`config.mk`:
```
export PLATFORM = sky130hd
export DESIGN_NAME = tcounter_b
export DESIGN_NICKNAME = d
export VERILOG_FILES = /design/src/rtl/tcounter_b_pkg.sv /design/src/rtl/tcounter_b_shadow.sv /design/src/rtl/tcounter_b.sv
export SDC_FILE = /design/constraint.sdc
export NUM_CORES = 1
export LEC_CHECK = 0
export CAP_MARGIN = 20
export CORE_ASPECT_RATIO = 0.7
export CORE_MARGIN = 2
export CORE_UTILIZATION = 45
export DETAILED_ROUTE_END_ITERATION = 7
export GPL_TIMING_DRIVEN = 1
export PLACE_DENSITY = 0.74
export SYNTH_ARGS = -nofsm -noshare
export SYNTH_HDL_FRONTEND = slang
export SYNTH_HIERARCHICAL = 1
export SYNTH_SLANG_ARGS = --single-unit
```
`constraint.sdc`:
```
create_clock -name clk_i -period 3.5 [get_ports clk_i]
set_input_delay 0.7 -clock clk_i [delete_from_list [all_inputs] [get_ports clk_i]]
set_output_delay 0.7 -clock clk_i [all_outputs]
set_load 0.1 [all_outputs]
```
`src/rtl/tcounter_b_pkg.sv`:
```
`default_nettype none
// +--------------------------------------------------------------------+
// | Module  : tcounter_b_pkg                                           |
// | Brief   : Shared types and helpers for the tcounter_b timer stage  |
// | Revision: 1.0 - initial release                                    |
// +--------------------------------------------------------------------+
package tcounter_b_pkg;

  localparam int c_mode_w = 2;

  // Counting mode; RSVD behaves exactly like UP.
  typedef enum logic [c_mode_w-1:0] {
    UP     = 2'b00,
    DOWN   = 2'b01,
    UPDOWN = 2'b10,
    RSVD   = 2'b11
  } tcounter_b_mode_e;

  // Where a (re)started period begins and which way it first moves.
  typedef struct packed {
    logic origin_is_end;  // 1: origin is the end bound, 0: the start bound
    logic dir_down;       // initial direction, 1 = counting down
  } tcounter_b_init_t;

  // Only pure down-counting starts from the end bound and moves downwards.
  function automatic tcounter_b_init_t mode_init(input tcounter_b_mode_e mode);
    tcounter_b_init_t w_init;
    w_init.origin_is_end = (mode == DOWN);
    w_init.dir_down      = (mode == DOWN);
    return w_init;
  endfunction

endpackage
`default_nettype wire

```
`src/rtl/tcounter_b_shadow.sv`:
```
`default_nettype none
// +--------------------------------------------------------------------+
// | Module  : tcounter_b_shadow                                        |
// | Brief   : Staging + shadow bound/mode registers, pending flag and  |
// |           apply strobe for the tcounter_b timer stage              |
// | Revision: 1.0 - initial release                                    |
// +--------------------------------------------------------------------+
module tcounter_b_shadow
  import tcounter_b_pkg::*;
#(
  parameter int NUM_BITS = 16
) (
  input  logic                clk,
  input  logic                rst_n,
  input  logic                i_ctrl_active,
  input  logic                i_ctrl_update,
  input  logic                i_ctrl_rst,
  input  logic                i_tick,
  input  logic                i_period_done,
  input  logic [NUM_BITS-1:0] i_cfg_start,
  input  logic [NUM_BITS-1:0] i_cfg_end,
  input  logic [1:0]          i_cfg_mode,
  output logic [NUM_BITS-1:0] o_shadow_start,
  output logic [NUM_BITS-1:0] o_shadow_end,
  output tcounter_b_mode_e    o_shadow_mode,
  output logic [NUM_BITS-1:0] o_stage_start,
  output logic [NUM_BITS-1:0] o_stage_end,
  output tcounter_b_mode_e    o_stage_mode,
  output logic                o_apply,
  output logic                o_pending
);

  logic [NUM_BITS-1:0] r_stage_start;
  logic [NUM_BITS-1:0] r_stage_end;
  tcounter_b_mode_e    r_stage_mode;
  logic [NUM_BITS-1:0] r_shadow_start;
  logic [NUM_BITS-1:0] r_shadow_end;
  tcounter_b_mode_e    r_shadow_mode;
  logic                r_pending;
  logic                w_apply;

  // A pending update lands at once while stopped, or on the period-completing
  // tick while running; a counter restart in the same cycle defers it.
  assign w_apply = r_pending & ~i_ctrl_rst &
                   (~i_ctrl_active | (i_tick & i_period_done));

  // Staging/shadow registers; a new request in the apply cycle re-arms pending.
  always_ff @(posedge clk or negedge rst_n) begin
    if (!rst_n) begin
      r_stage_start  <= '0;
      r_stage_end    <= '0;
      r_stage_mode   <= UP;
      r_shadow_start <= '0;
      r_shadow_end   <= '0;
      r_shadow_mode  <= UP;
      r_pending      <= 1'b0;
    end else begin
      if (w_apply) begin
        r_shadow_start <= r_stage_start;
        r_shadow_end   <= r_stage_end;
        r_shadow_mode  <= r_stage_mode;
        r_pending      <= 1'b0;
      end
      if (i_ctrl_update) begin
        r_stage_start <= i_cfg_start;
        r_stage_end   <= i_cfg_end;
        r_stage_mode  <= tcounter_b_mode_e'(i_cfg_mode);
        r_pending     <= 1'b1;
      end
    end
  end

  assign o_shadow_start = r_shadow_start;
  assign o_shadow_end   = r_shadow_end;
  assign o_shadow_mode  = r_shadow_mode;
  assign o_stage_start  = r_stage_start;
  assign o_stage_end    = r_stage_end;
  assign o_stage_mode   = r_stage_mode;
  assign o_apply        = w_apply;
  assign o_pending      = r_pending;

endmodule
`default_nettype wire

```
`src/rtl/tcounter_b.sv`:
```
`default_nettype none
// +--------------------------------------------------------------------+
// | Module  : tcounter_b                                               |
// | Brief   : Timer counter stage (sawtooth up/down, triangle) driven  |
// |           by prescaler ticks, with shadowed bounds and end pulse   |
// | Revision: 1.0 - initial release                                    |
// +--------------------------------------------------------------------+
module tcounter_b
  import tcounter_b_pkg::*;
#(
  parameter int NUM_BITS = 16
) (
  input  logic                clk_i,
  input  logic                rstn_i,
  input  logic                ctrl_active_i,
  input  logic                ctrl_update_i,
  input  logic                ctrl_rst_i,
  input  logic [NUM_BITS-1:0] cfg_start_i,
  input  logic [NUM_BITS-1:0] cfg_end_i,
  input  logic [1:0]          cfg_mode_i,
  input  logic                tick_i,
  output logic [NUM_BITS-1:0] counter_o,
  output logic                dir_o,
  output logic                end_o,
  output logic                upd_pending_o
);

  localparam logic [NUM_BITS-1:0] c_one = {{(NUM_BITS-1){1'b0}}, 1'b1};

  logic [NUM_BITS-1:0] w_sh_start;
  logic [NUM_BITS-1:0] w_sh_end;
  tcounter_b_mode_e    w_sh_mode;
  logic [NUM_BITS-1:0] w_st_start;
  logic [NUM_BITS-1:0] w_st_end;
  tcounter_b_mode_e    w_st_mode;
  logic                w_apply;
  logic                w_pending;
  logic                w_period_done;
  tcounter_b_init_t    w_init_cur;
  tcounter_b_init_t    w_init_new;

  logic [NUM_BITS-1:0] r_counter;
  logic                r_dir;
  logic                r_end;
  logic [NUM_BITS-1:0] w_counter_nxt;
  logic                w_dir_nxt;
  logic                w_end_nxt;

  tcounter_b_shadow #(
    .NUM_BITS (NUM_BITS)
  ) u_shadow (
    .clk            (clk_i),
    .rst_n          (rstn_i),
    .i_ctrl_active  (ctrl_active_i),
    .i_ctrl_update  (ctrl_update_i),
    .i_ctrl_rst     (ctrl_rst_i),
    .i_tick         (tick_i),
    .i_period_done  (w_period_done),
    .i_cfg_start    (cfg_start_i),
    .i_cfg_end      (cfg_end_i),
    .i_cfg_mode     (cfg_mode_i),
    .o_shadow_start (w_sh_start),
    .o_shadow_end   (w_sh_end),
    .o_shadow_mode  (w_sh_mode),
    .o_stage_start  (w_st_start),
    .o_stage_end    (w_st_end),
    .o_stage_mode   (w_st_mode),
    .o_apply        (w_apply),
    .o_pending      (w_pending)
  );

  assign w_init_cur = mode_init(w_sh_mode);
  assign w_init_new = mode_init(w_st_mode);

  // Does the current count sit on the step that closes a period?
  always_comb begin
    w_period_done = 1'b0;
    if (w_sh_start == w_sh_end) begin
      w_period_done = 1'b1;
    end else begin
      case (w_sh_mode)
        DOWN:    w_period_done = (r_counter == w_sh_start);
        UPDOWN:  w_period_done = r_dir && (r_counter == w_sh_start);
        default: w_period_done = (r_counter == w_sh_end);
      endcase
    end
  end

  // Next counter/direction/end: restart beats apply, apply beats a plain tick.
  always_comb begin
    w_counter_nxt = r_counter;
    w_dir_nxt     = r_dir;
    w_end_nxt     = 1'b0;
    if (ctrl_rst_i) begin
      w_counter_nxt = w_init_cur.origin_is_end ? w_sh_end : w_sh_start;
      w_dir_nxt     = w_init_cur.dir_down;
    end else if (w_apply) begin
      w_counter_nxt = w_init_new.origin_is_end ? w_st_end : w_st_start;
      w_dir_nxt     = w_init_new.dir_down;
      // While running, apply only happens on the period-completing tick.
      w_end_nxt     = ctrl_active_i;
    end else if (ctrl_active_i && tick_i) begin
      if (w_sh_start == w_sh_end) begin
        w_counter_nxt = w_sh_start;
        w_end_nxt     = 1'b1;
      end else begin
        case (w_sh_mode)
          DOWN: begin
            if (r_counter == w_sh_start) begin
              w_counter_nxt = w_sh_end;
              w_end_nxt     = 1'b1;
            end else begin
              w_counter_nxt = r_counter - c_one;
            end
          end
          UPDOWN: begin
            if (!r_dir) begin
              if (r_counter == w_sh_end) begin
                w_dir_nxt     = 1'b1;
                w_counter_nxt = r_counter - c_one;
              end else begin
                w_counter_nxt = r_counter + c_one;
              end
            end else begin
              if (r_counter == w_sh_start) begin
                w_dir_nxt     = 1'b0;
                w_counter_nxt = r_counter + c_one;
                w_end_nxt     = 1'b1;
              end else begin
                w_counter_nxt = r_counter - c_one;
              end
            end
          end
          default: begin
            if (r_counter == w_sh_end) begin
              w_counter_nxt = w_sh_start;
              w_end_nxt     = 1'b1;
            end else begin
              w_counter_nxt = r_counter + c_one;
            end
          end
        endcase
      end
    end
  end

  // Registered counter state; every output comes straight from a flop.
  always_ff @(posedge clk_i or negedge rstn_i) begin
    if (!rstn_i) begin
      r_counter <= '0;
      r_dir     <= 1'b0;
      r_end     <= 1'b0;
    end else begin
      r_counter <= w_counter_nxt;
      r_dir     <= w_dir_nxt;
      r_end     <= w_end_nxt;
    end
  end

  assign counter_o     = r_counter;
  assign dir_o         = r_dir;
  assign end_o         = r_end;
  assign upd_pending_o = w_pending;

endmodule
`default_nettype wire

```
==> metrics.md, run 1 <==
| Metric | Value |
|---|---|
| # rows | 34 |
| CP max stage delay | 0.48 ns |
| Antenna-violating nets left | 0 |
| Unique masters post-synth | 66 |
| Post-Synthesis Cells | 550 |
| Final WS setup | about 0.16 ns |
| CTS tree | built |
| Starting Density | 46.4% |
| Pwr/cell area | between 700 and 800 nW/µm² |
| Critical-path cell list | buf_4 > xor2_1 > nor4_2 > and4_1 > a21boi_1 > nand2_1 > a21boi_2 > nor3b_4 > buf_4 > nor2_4 > nand2_4 > nand2_4 > a21oi_2 > nand3_1 > a221oi_2 > a221oi_2 |
| Nets | 656 |
| Drc violations | 0 |
| Initial antenna violation count | 0 |
| Routed via count | between 4000 and 5000 |
| PortBufs | a little under 60 |
| Grt met3 use | around 7.6% |
| Post-synthesis xor/xnor area fraction | a little over a tenth |
| Fmax | approximately 300 MHz |
| Initial DRC count | around 450 |
| Congestion Overflow GR | 0 |
| Mapped Nets | between 500 and 600 |
| Die X | around 140 µm |
| Top_reg_cell synth | dfrtp_1 |
| Antenna Cells | 0 |
| Worst vdd rail ir drop | 0.000371 V |
| Die area | 13800 µm² |
| Later-pin clock latency in the skew report | between 0.3 and 0.4 ns |
| Tmin final | roughly 3.3 ns |
| Finish-stage setup viols | 0 |
| Reg-to-Reg End | counter_o[11] |
| Relative slew slack | 34.3% |
| Layout cells sized above 1 | approximately a third |
| GRT Util Overall | between 20% and 30% |
| Reg2Reg Depth | 16 |
| Setup CP Type | reg -> reg |
| Worst R2R Setup Slack | 0.16 ns |
| Post-Route Utilization | around 56% |
| I/O pin cnt | 59 |
| Status | finished clean |
| Area growth, synth to finish | 19.8% |
| Final WL | about 18 mm |
| HPWL Detailed | ~13 mm |
| WP data required | ~3.7 ns |
| Yosys reg bits | a little under 90 |
| Max cap viols | 0 |
| Worst r2r src | counter_o[12] |
| Cts bufs inserted | 9 |
| Met1 Use GR | between 40% and 50% |
| Synth Area in Compound Gates | 14.1% |
| Static Leak | around 2.8 nW |
| Synth Warn # | 6 |
| Root Buffer | clkbuf_16 |
| Post-Synth Adder-Cell Area | less than 1% |
| Critical Path Sink Type | flip-flop |
| Grt met2 use | 36.2% |
| FFs w/ async S/R, synth | between 90% and 100% |
| Largest family of logic cells by synthesized area | multiplexers |
| H-tree depth reported by CTS | 3 |
| GPL Wtd Cong | between 1 and 1.5 |
| Mux cell area share after synthesis | around 20% |
| Worst min path class | in -> async |
| Max clock buf depth | 2 |
| Number of synthesized flops with an enable pin | 0 |
| Mean Syn Cell Area | 10.6 µm² |
| Post-synthesis sequential area ratio | 37.5% |
| Max FO, Critical Path | 10 |
| WL per Instance | ~23 µm |
| Core area | around 13000 µm² |
| CP startpoint kind | flip-flop |
| Largest net degree at the start of global routing | 56 |
| Grt peak-use layer | met1 |
| Final slew viol count | 0 |
| Number of global-route vias before repair | about 4700 |
| CTS clk-pin slew, worst paths | 0.07 ns |
| First-pass GRT wire length | 28.2 mm |
| Simple-Gate Fraction of Synth Area | about an eighth |
| Die Span Y | about 99 µm |
| Synthesized area | a little under 6000 µm² |
| Crit path DAT | 3.56 ns |
| DR pass1 iterations | 5 |
| Slowest-stage cell, CP | dfrtp_4 |
| Final worst-path cycle share | 95.4% |
| CTS sink cnt | 87 |
| Vias per cell | around 6 |
| Fin Clk Skew | between 0.007 and 0.008 ns |
| Final hold violation count | 0 |
| Worst slack at placement | between 0.1 and 0.15 ns |
| Slew @ Worst Pin | about 0.98 ns |
| Fill count | 1086 |
[power breakdown]
group	internal, mW	switching (mW)	leakage, nW
sequential	1.24	0.453	1.01
combinational	0.854	1.45	1.64
clock	0.566	0.435	0.150
[worst max-delay path: cells and delay by family (launching register included)]
family	cells	cell delay [ns]
AOI/OAI and AO/OA	5	0.74
xor gates and xnor gates	1	0.15
buffers and inverters	2	0.35
DFF	1	0.48
and+or+nand+nor	8	1.49
[layout by cell type (no fill, tap or decap), types with 4 or more instances in the layout]
master | synthesis | layout
buf_4 | 3 | 51
dfrtp_4 | 0 | 10
o22ai_1 | 8 | 8
a31oi_1 | 6 | 6
nand2_1 | 30 | 28
nor3_1 | 5 | 5
clkdlybuf4s50_1 | 0 | 40
mux2i_1 | 18 | 18
o221ai_1 | 4 | 4
xnor2_1 | 12 | 12
nor4_1 | 13 | 13
o21ai_1 | 4 | 6
dfrtp_2 | 0 | 6
mux2_2 | 83 | 83
xor2_1 | 57 | 57
nand3_1 | 14 | 14
a21oi_1 | 16 | 14
o21ai_0 | 12 | 10
ha_1 | 4 | 4
nand4_1 | 6 | 6
a221oi_2 | 9 | 10
inv_1 | 8 | 8
nor2_1 | 34 | 31
nor4_2 | 4 | 4
a221oi_1 | 10 | 9
dfrtp_1 | 87 | 71
clkbuf_16 | 0 | 9
[cells in the mapped netlist, types with 4 or more instances]
cell | number | area, µm²
a31oi_1 | 6 | 37.5
mux2i_1 | 18 | 180
nor3_1 | 5 | 25.0
o221ai_1 | 4 | 35.0
o21ai_1 | 4 | 20.0
nor4_2 | 4 | 50.1
nor4_1 | 13 | 81.3
nand3_1 | 14 | 70.1
buf_2 | 13 | 65.1
mux2_2 | 83 | 935
inv_1 | 8 | 30.0
clkbuf_1 | 12 | 45.0
ha_1 | 4 | 50.1
dfrtp_1 | 87 | 2180
xor2_1 | 57 | 499
a21oi_1 | 16 | 80.1
xnor2_1 | 12 | 105
and2_1 | 4 | 25.0
a221oi_2 | 9 | 135
buf_6 | 10 | 113
o21ai_0 | 12 | 60.1
a221oi_1 | 10 | 87.6
o22ai_1 | 8 | 50.1
nor2_1 | 34 | 128
nand2_1 | 30 | 113
nand4_1 | 6 | 37.5
[registers in the layout (all words and copies together), names as in the netlist]
name,cells
end_o,1
u_shadow/o_stage_end,16
u_shadow/o_stage_mode,2
dir_o,1
u_shadow/o_stage_start,16
counter_o,16
u_shadow/o_shadow_start,16
u_shadow/o_pending,1
u_shadow/o_shadow_mode,2
u_shadow/o_shadow_end,16
[logic make-up after synthesis]
kind of cell               count (synthesis)
DFF                                       87
xor gates and xnor gates                  69
adders and majority gates                  4
buffers and inverters                     51
and+or+nand+nor                          132
AOI/OAI and AO/OA                        105
muxes                                    102
[timing repair]
| item | in CTS | in global routing |
|---|---|---|
| setup buffers | 0 | 3 |
| setup endpoints to repair | 0 | 12 |
| hold buffers | 0 | 0 |
| gates resized for setup | 0 | 2 |
[routing by layer]
layer	vias up	share of wire (%)
li1	2146	-
met1	2402	49
met2	215	40
met3	15	9.8
met4	0	0.97
met5	-	0
[stage by stage]
stage	total power [mW]	area, µm²	setup TNS [ns]	hold slack [ns]	std cells
floorplan	3.36	5970	-0.302	0.404	550
global placement	3.95	6630	0	0.505	760
detailed placement	3.96	6630	0	0.516	760
CTS	4.97	6930	0	0.438	776
global route	5.23	6950	-0.0330	0.476	779
finish	5.00	6950	0	0.419	779
[layout make-up]
type                    count  area, µm²  area share, %
multi-input cells         412       3390           48.8
well taps                 162        203           2.91
flip-flops and latches     87       2220           32.0
repair buffers             92        795           11.4
clock inverters             6       72.6           1.04
inverters                  10       40.0          0.576
clock buffers              10        229           3.29
[worst max-delay path by stage]
stage,depth (start not counted),start,endpoint,slack (ns)
6_report,16,counter_o[12],counter_o[11],0.16
5_1_grt,15,counter_o[0],counter_o[2],-0.02
3_5_place_dp,14,counter_o[12],dir_o,0.14
2_1_floorplan,19,counter_o[6],counter_o[2],-0.09
4_1_cts,14,counter_o[12],dir_o,0.11
3_3_place_gp,14,counter_o[6],dir_o,0.16
Note: power is estimated with default switching activity, not from simulation.
==> inputs of run 2 (changes only) <==
Settings changed: CORE_MARGIN 2 to not set, PLACE_DENSITY 0.74 to 0.72.
Clock period 3.5 ns to 3.7 ns, I/O delays scaled along.
==> run 2 against run 1 <==
Fmax fell by 1.9%. Core utilization down 0.76 points. Die area is 3.4% lower. Non-clock buffer count is 13 lower. Clock-buffer cell count decreased by 1. Cell area is 1.4% lower. Via count down 0.29%. First-iteration DRC count up 5.8%. Largest cell class unchanged. Largest power group unchanged. Combinational power decreased by 9.1%.
==> metrics.md, run 2 (synthesized netlist as in run 1, its figures left out) <==
| Metric | Value |
|---|---|
| Final hold violation count | 0 (unchanged) |
| Root Buffer | clkbuf_16 |
| PortBufs | 58 (unchanged) |
| Area growth, synth to finish | 18.1% |
| Cts bufs inserted | 9 (unchanged) |
| Final WL | 17.8 mm (+0.27%) |
| Final setup TNS | 0 ns (unchanged) |
| Vias per cell | 6.22 (+1.4%) |
| Routed via count | 4764 (-0.29%) |
| Status | finished clean |
| Finished Cell Area | 6860 µm² (-1.4%) |
| I/O pin cnt | 59 (unchanged) |
| Fmax | 294 MHz (-1.9%) |
| Worst min path class | in -> async |
| Slew @ Worst Pin | 0.989 ns (+0.00739 ns) |
| CP max stage delay | 0.56 ns (+0.08 ns) |
| Worst hold slack | 0.484 ns (+0.0648 ns) |
| Max clock buf depth | 2 (unchanged) |
| CTS clk-pin slew, worst paths | 0.08 ns (about the same) |
| Max cap viols | 0 (unchanged) |
| CTS tree | built |
| RSZ-0062 raised after global routing | false |
| HPWL Detailed | 13.1 mm (-1.1%) |
| Final slew viol count | 0 (unchanged) |
| Fill count | 1093 (+0.64%) |
| Most common cell after layout, fill and taps aside | mux2_2 |
| Number of global-route vias before repair | 4720 (+0.60%) |
| Post-DP Area | 6530 µm² (-1.4%) |
| Antenna-violating nets left | 0 (unchanged) |
| Critical-path cell list | xor2_1 > nor4_1 > nand4_1 > nor2_2 > o21ai_0 > nand2_1 > a21boi_1 > nor3b_4 > buf_4 > nand2_1 > o22ai_1 > a2111oi_0 > a31oi_1 |
| Crit path top cell by count | nand2_1 |
| Antenna Cells | 0 (unchanged) |
| Static Leak | 2.71 nW (-3.0%) |
| Die X | 138 µm (-1.4%) |
| DR pass1 iterations | 5 (unchanged) |
| CTS sink cnt | 87 (unchanged) |
| GRT Util Overall | 28.7% (+2.0 points) |
| WL per Instance | 23.2 µm (+2.0%) |
| Crit path DAT | 3.65 ns (+0.09 ns) |
| Most frequent cells in the layout | 83 x mux2_2, 71 x dfrtp_1, 57 x xor2_1, 53 x clkdlybuf4s50_1, 33 x nor2_1 |
| Drc violations | 0 (unchanged) |
| Pwr/cell area | 689 nW/µm² (-4.3%) |
| Starting Density | 46.4% (unchanged) |
| Final worst-path cycle share | 92.0% (-3.4 points) |
| Fin Clk Skew | 0.0114 ns (+0.00348 ns) |
| Area of the multi-input gates | 3350 µm² (-1.3%) |
| Slowest-stage cell, CP | dfrtp_4 |
| Setup CP Type | reg -> reg |
| Tmin final | 3.40 ns (+0.0642 ns) |
| Core area | 12500 µm² (unchanged) |
| Die area | 13400 µm² (-3.4%) |
| Finish-stage setup viols | 0 (unchanged) |
| H-tree depth reported by CTS | 3 (unchanged) |
| Largest net degree at the start of global routing | 73 (+30%) |
| # rows | 34 (unchanged) |
| First-pass GRT wire length | 28.4 mm (+0.39%) |
| GPL Wtd Cong | 0.973 (-3.6%) |
| Initial DRC count | 474 (+5.8%) |
| Initial antenna violation count | 0 (unchanged) |
| Layout cells sized above 1 | 29.1% (-4.4 points) |
| Congestion Overflow GR | 0 (unchanged) |
| Worst vdd rail ir drop | 0.000429 V (+16%) |
| CP startpoint kind | flip-flop |
| Placed insts | 750 (-1.3%) |
| Die Span Y | 97.0 µm (-2.0%) |
| WP data required | 3.95 ns (+0.23 ns) |
| Relative slew slack | 33.8% (-0.49 points) |
| Final Non-Filler Cells | 766 (-1.7%) |
| Max FO, Critical Path | 23 (+13) |
| Later-pin clock latency in the skew report | 0.35 ns (about the same) |
| Seq. cell area | 2220 µm² (-0.11%) |
| Critical Path Sink Type | flip-flop |
| Nets | 643 (-2.0%) |
-- run 2: cell count changes in the layout (fill, tap and decap cells not counted), sizes merged --
| cell | before | now |
|---|---|---|
| buf | 52 | 26 |
| clkbuf | 10 | 9 |
| clkdlybuf4s50 | 40 | 53 |
| clkinv | 2 | 5 |
| inv | 13 | 11 |
-- run 2: final timing paths --
path,depth (start not counted),startpoint,end,slack (ns)
hold reg to reg,1,u_shadow/o_stage_start[14],u_shadow/o_stage_start[14],0.53
min in group clk_i,1,u_shadow/o_stage_start[14],u_shadow/o_stage_start[14],0.53
setup / recovery,13,counter_o[9],counter_o[3],0.30
hold / removal,1,rstn_i,end_o,0.48
setup reg to reg,13,counter_o[9],counter_o[3],0.30
max in group asynchronous,2,rstn_i,u_shadow/o_stage_start[7],2.38
-- run 2: metrics by stage --
step	util, %	power [mW]	worst slack [ns]
5_1_grt	54.8	4.95	0.0193
6_report	54.8	4.72	0.295
2_1_floorplan	-	3.15	0.000907
4_1_cts	54.8	4.72	0.322
3_5_place_dp	52.2	3.70	0.386
3_3_place_gp	52.2	3.67	0.491
-- run 2: layer usage --
metal / up-vias / part of all wire (%) / GRT usage (%) / wire length (µm)
met3: 16 / 8.9 / 7.65 / 1580
met1: 2389 / 48 / 44.5 / 8550
li1: 2124 / - / - / -
met2: 235 / 42 / 38.5 / 7380
met5: - / 0 / 0 / 0
met4: 0 / 1.4 / 7.44 / 246
-- run 2: area by class of cell --
cell class,count,share of cell area (%)
clock buffer,9,3.28
clock inverter,7,1.46
inverter,10,0.547
multi-input combinational,412,48.8
sequential,87,32.4
tap,162,2.96
timing repair buffer,79,10.6
-- run 2: critical path: cells and delay by family, from the launching register on --
kind | cells | cell delay (ns)
AOI/OAI and AO/OA | 5 | 0.99
and+or+nand+nor | 6 | 1.21
xor gates and xnor gates | 1 | 0.18
DFF | 1 | 0.56
buffers and inverters | 1 | 0.35
-- run 2: what timing repair did --
item / 4_1_cts / 5_1_grt
resized for setup: 0 / 1
hold buffers: 0 / 0
setup endpoints to repair: 0 / 1
buffers inserted: 0 / 0
-- run 2: power breakdown --
part / internal, mW / switching (mW)
clock: 0.546 / 0.441
combinational: 0.791 / 1.31
sequential: 1.18 / 0.459
